File: src/rtl/pwm_pkg.sv
// Shared definitions for the multi-channel PWM generator: default sizes, mode type, select-width helper.
// Center-aligned mode is compiled in only when PWM_CENTER_ALIGN_EN is defined.
`timescale 1ns/1ps
package pwm_pkg;

  localparam int PWM_DEFAULT_CH = 4;
  localparam int PWM_DEFAULT_W  = 8;

  typedef enum logic {
    PWM_EDGE   = 1'b0,
    PWM_CENTER = 1'b1
  } pwm_mode_e;

  // Channel-select width; a single channel still needs a 1-bit select port.
  function automatic int pwm_chw(input int ch);
    return (ch > 1) ? $clog2(ch) : 1;
  endfunction

endpackage

File: src/rtl/pwm_channel.sv
// One PWM compare channel: duty staging/active registers, compare against the shared counter,
// polarity inversion and registered output.
`timescale 1ns/1ps
module pwm_channel
  import pwm_pkg::*;
#(
  parameter int W = PWM_DEFAULT_W
) (
  input  logic         clk,
  input  logic         reset,
  input  logic         enable,
  input  logic         load_act,
  input  logic         duty_wr,
  input  logic [W-1:0] duty_data,
  input  logic [W-1:0] cnt,
  input  logic         polarity,
  output logic         pwm_out
);

  logic [W-1:0] duty_stage;
  logic [W-1:0] duty_act;
  logic         raw;

  assign raw = (cnt < duty_act);

  // duty_act copies the register value of duty_stage, so a write landing on the
  // boundary edge is deferred to the following period.
  always_ff @(posedge clk) begin
    if (reset) begin
      duty_stage <= '0;
      duty_act   <= '0;
      pwm_out    <= 1'b0;
    end else begin
      if (duty_wr) begin
        duty_stage <= duty_data;
      end
      if (load_act) begin
        duty_act <= duty_stage;
      end
      pwm_out <= enable ? (raw ^ polarity) : polarity;
    end
  end

endmodule

File: src/rtl/pwm_multi_channel.sv
// Multi-channel PWM top: shared period counter and boundary logic feeding CH compare channels.
// Define PWM_CENTER_ALIGN_EN to add the center_mode port and the up/down counting mode.
`timescale 1ns/1ps
module pwm_multi_channel
  import pwm_pkg::*;
#(
  parameter int CH  = PWM_DEFAULT_CH,
  parameter int W   = PWM_DEFAULT_W,
  parameter int CHW = pwm_chw(CH)
) (
  input  logic           clk,
  input  logic           reset,
`ifdef PWM_CENTER_ALIGN_EN
  input  logic           center_mode,
`endif
  input  logic           enable,
  input  logic [W-1:0]   period,
  input  logic           duty_wr,
  input  logic [CHW-1:0] duty_ch,
  input  logic [W-1:0]   duty_data,
  input  logic [CH-1:0]  polarity,
  output logic [CH-1:0]  pwm_out,
  output logic           period_start,
  output logic [W-1:0]   cnt
);

  logic [W-1:0] period_act;
  logic [W-1:0] cnt_next;
  logic         boundary;
  logic         load_act;

`ifdef PWM_CENTER_ALIGN_EN
  pwm_mode_e mode_act;
  logic      dir_down;
  logic      dir_down_next;

  // Center mode: 0..P up, P-1..1 down; the 1->0 turn while counting down closes the period.
  always_comb begin
    boundary      = 1'b0;
    cnt_next      = cnt;
    dir_down_next = dir_down;
    if (mode_act == PWM_CENTER) begin
      boundary = (period_act == '0) ||
                 ((cnt == W'(1)) && (dir_down || (period_act == W'(1))));
      if (boundary) begin
        cnt_next      = '0;
        dir_down_next = 1'b0;
      end else if (dir_down) begin
        cnt_next = cnt - W'(1);
      end else if (cnt == period_act) begin
        cnt_next      = cnt - W'(1);
        dir_down_next = 1'b1;
      end else begin
        cnt_next = cnt + W'(1);
      end
    end else begin
      boundary = (cnt == period_act);
      cnt_next = boundary ? '0 : cnt + W'(1);
    end
  end

  always_ff @(posedge clk) begin
    if (reset) begin
      mode_act <= PWM_EDGE;
      dir_down <= 1'b0;
    end else begin
      if (load_act) begin
        mode_act <= center_mode ? PWM_CENTER : PWM_EDGE;
      end
      dir_down <= enable ? dir_down_next : 1'b0;
    end
  end
`else
  always_comb begin
    boundary = (cnt == period_act);
    cnt_next = boundary ? '0 : cnt + W'(1);
  end
`endif

  // While disabled the active registers track staging so re-enable starts fresh.
  assign load_act = !enable || (enable && boundary);

  always_ff @(posedge clk) begin
    if (reset) begin
      cnt          <= '0;
      period_act   <= '0;
      period_start <= 1'b0;
    end else begin
      if (load_act) begin
        period_act <= period;
      end
      period_start <= enable && (cnt == '0);
      cnt          <= enable ? cnt_next : '0;
    end
  end

  for (genvar i = 0; i < CH; i++) begin : g_ch
    logic ch_wr;
    assign ch_wr = duty_wr && (duty_ch == CHW'(i));

    pwm_channel #(
      .W (W)
    ) u_ch (
      .clk       (clk),
      .reset     (reset),
      .enable    (enable),
      .load_act  (load_act),
      .duty_wr   (ch_wr),
      .duty_data (duty_data),
      .cnt       (cnt),
      .polarity  (polarity[i]),
      .pwm_out   (pwm_out[i])
    );
  end

endmodule

File: config.mk
export PLATFORM = sky130hd
export DESIGN_NAME = pwm_multi_channel
export DESIGN_NICKNAME = d
export VERILOG_FILES = /design/src/rtl/pwm_pkg.sv /design/src/rtl/pwm_channel.sv /design/src/rtl/pwm_multi_channel.sv
export SDC_FILE = /design/constraint.sdc
export NUM_CORES = 1
export LEC_CHECK = 0
export CAP_MARGIN = 20
export CORE_AREA = 3 3 105 107
export CTS_CLUSTER_SIZE = 28
export DETAILED_ROUTE_END_ITERATION = 7
export DIE_AREA = 0 0 108 110
export GPL_ROUTABILITY_DRIVEN = 0
export PLACE_DENSITY = 0.56
export SKIP_LAST_GASP = 1
export SYNTH_ARGS = -nofsm -noshare
export SYNTH_HDL_FRONTEND = slang
export SYNTH_SLANG_ARGS = --single-unit
File: constraint.sdc
create_clock -name clk -period 2 [get_ports clk]
set_input_delay 0.4 -clock clk [delete_from_list [all_inputs] [get_ports clk]]
set_output_delay 0.4 -clock clk [all_outputs]
set_load 0.01 [all_outputs]
==> metrics.cfg <==
[drt]
routed_wl_mm=8.518
drt-pass1-iter-count=4
drc=0
vias=2818
via_per_inst=4.768
ant_nets=0
drtIter0Drc=96
post_drt_wl_per_cell_um=14.41

[final_layout]
final_cell_area_sq_mm=0.004742
drive_above_1_share_pct=10.11
fill_cells=962
nets=506
antennaDiodeCount=0
syn2layout_area_growth_pct=20.74

[die]
coreArea_sq_mm=0.01023
io_pins=39
die_area_sq_mm=0.01188
die_w_um=108
die_y_um=110
rows=37
start_util_pct=38.39

[global_routing]
grt_pass1_wl_mm=13.72
antenna_found_initial=0
grt_usage_pct=15.16
grt_pass1_vias=2702
grt_start_max_net_pins=49
grt.overflow.total=0

[clock_tree]
worstSkewPairLatency_ns=0.35
clockBufferDepth=2
numCtsBuffers=9
cts-root-buf=clkbuf_8
cts_sinks=85
htree_num_levels=3
clk_pin_slew_ns=0.09
post-cts-setup-buffers=0
cts_tree=done

[synthesis]
ys_ff_latch=85
yosysMostFrequentCell=nor2_1
synth_commonest_cells=87 x nor2_1, 85 x dfxtp_1, 72 x mux2i_1, 32 x inv_1, 30 x ha_1
yosysSeqAreaShare_pct=43.33
synth_flop_cell=dfxtp_1
async_flop_share_pct=0
synthTopCellsByArea=dfxtp_1 43%, mux2i_1 18%, ha_1 9.6%, nor2_1 8.3%, inv_1 3.1%
ys_types=31
yosysWarnings=0
synth_top_cell_by_area=dfxtp_1
synth_area_sq_mm=0.003928
synth_enable_flop_cells=0
yosysTopAreaCellShare_pct=43.33
avgSynthCellArea_sq_um=9.650
synth_nets=463
syn_inst=407

[min_path]
hold_path_class=input port to flop
hp-start=reset
holdPathEnd=period_act[2]$_SDFFE_PP0P_
min_path_cells=2

[worst_setup_path]
r2r_end=g_ch[0].u_ch.pwm_out$_SDFF_PP0_
path_cells=buf_4 > clkdlybuf4s50_1
path_max_fanout=6
crit_cells=2
slowest_stage=clkdlybuf4s50_1
cp.arrival_ns=1.53
regToRegStartpoint=cnt[6]$_SDFF_PP0_
cp_top_family=buffers and inverters
reg2reg_depth=6
end_kind=output port
critPathKind=flop to output port
required_ns=1.60
critPathLaunchType=flop
path_buf_inv=2
slowest_delay_ns=0.55
rrSetupSlack_ns=0.18
startpoint=cnt[2]$_SDFF_PP0_

[timing]
setup_tns_ns=0
fmax_mhz=518.8
period_minus_slack_ns=1.927
hold_violations=0
maxSlewHeadroom_pct=66.74
period_share_pct=96.37
rsz0062_at_grt=false
setup_viol=0
finalClockSkew_ns=0.01005
worstMarginPinSlew_ns=0.4990
whs_ns=0.3636
drv_slew=0

[outcome]
status=completed

[power]
power_density_mw_per_mm2=762.0
p_total_mw=3.614
irDropWorstVdd_uv=338.7
leakage_nw=2.086

[place]
port-buffer-count=38
place_area_sq_mm=0.004511
dp_hpwl_mm=6.272

[job]
maxCapViolCount=0

power by group:
group          internal (mW)  switching [mW]
clock                  0.743           0.629
combinational          0.233           0.215
sequential              1.75          0.0412
total                   2.73           0.885
cell usage in the layout, fill, tap and decap left out, drive strengths merged, types with 6 or more instances in the layout:
cell and count:
buf 18, dfxtp 85, clkdlybuf4s50 37, xnor2 12, clkbuf 11, nand2 7, nand4 8, ha 30
o21ai 6, inv 33, nor2 87, mux2i 72
cells by family after synthesis:
logic type      share of synthesized area, %
mux                                    18.35
simple gates                           15.23
buf+inv                                6.276
flops                                  43.33
fa+ha+maj                              9.557
xor+xnor                               3.345
compound gates                         3.918
routing by layer:
metal | global-route usage, % | wire [um] | vias to the layer above
met5 | 0 | 0 | -
met4 | 5.951 | 147 | 0
met3 | 2.737 | 266 | 13
met2 | 24.73 | 3904 | 41
met1 | 20.00 | 4199 | 1316
li1 | - | - | 1448
how the worst max path moves through the flow:
stage,endpoint,slack [ns]
floorplan,g_ch[0].u_ch.pwm_out$_SDFF_PP0_,0.31
global placement,g_ch[1].u_ch.pwm_out$_SDFF_PP0_,0.09
detailed placement,g_ch[1].u_ch.pwm_out$_SDFF_PP0_,0.09
CTS,cnt[7],0.01
global route,cnt[2],0.02
finish,cnt[2],0.07
cell type report:
cell class | count | area, sq um | area share (%)
Tap cell | 136 | 170.2 | 3.588
Clock buffer | 11 | 141.4 | 2.982
Sequential cell | 85 | 1709 | 36.04
Clock inverter | 5 | 82.58 | 1.741
Timing Repair Buffer | 55 | 528.0 | 11.13
Inverter | 32 | 120.1 | 2.533
Multi-Input combinational cell | 267 | 1991 | 41.98
flip-flops by register name, summed over array words and instances, names as in the netlist:
register / cells
g_ch.u_ch.pwm_out: 4
g_ch.u_ch.duty_act: 32
period_act: 8
g_ch.u_ch.duty_stage: 32
period_start: 1
cnt: 8
metrics by stage:
step / std cells / util [%] / setup slack [ns]
after floorplan: 407 / - / 0.3056
after detailed placement: 575 / 44.09 / 0.08562
after global placement: 575 / 44.09 / 0.09042
after CTS: 591 / 46.34 / 0.01226
after global routing: 591 / 46.35 / 0.01928
final: 591 / 46.35 / 0.07261
timing repair:
item / 4_1_cts / 5_1_grt
gates resized for setup: 5 / 1
endpoints found under the setup margin: 5 / 1
hold endpoints to repair: 0 / 0
hold buffers: 0 / 0
No activity file was read; power rests on OpenSTA's default activity.
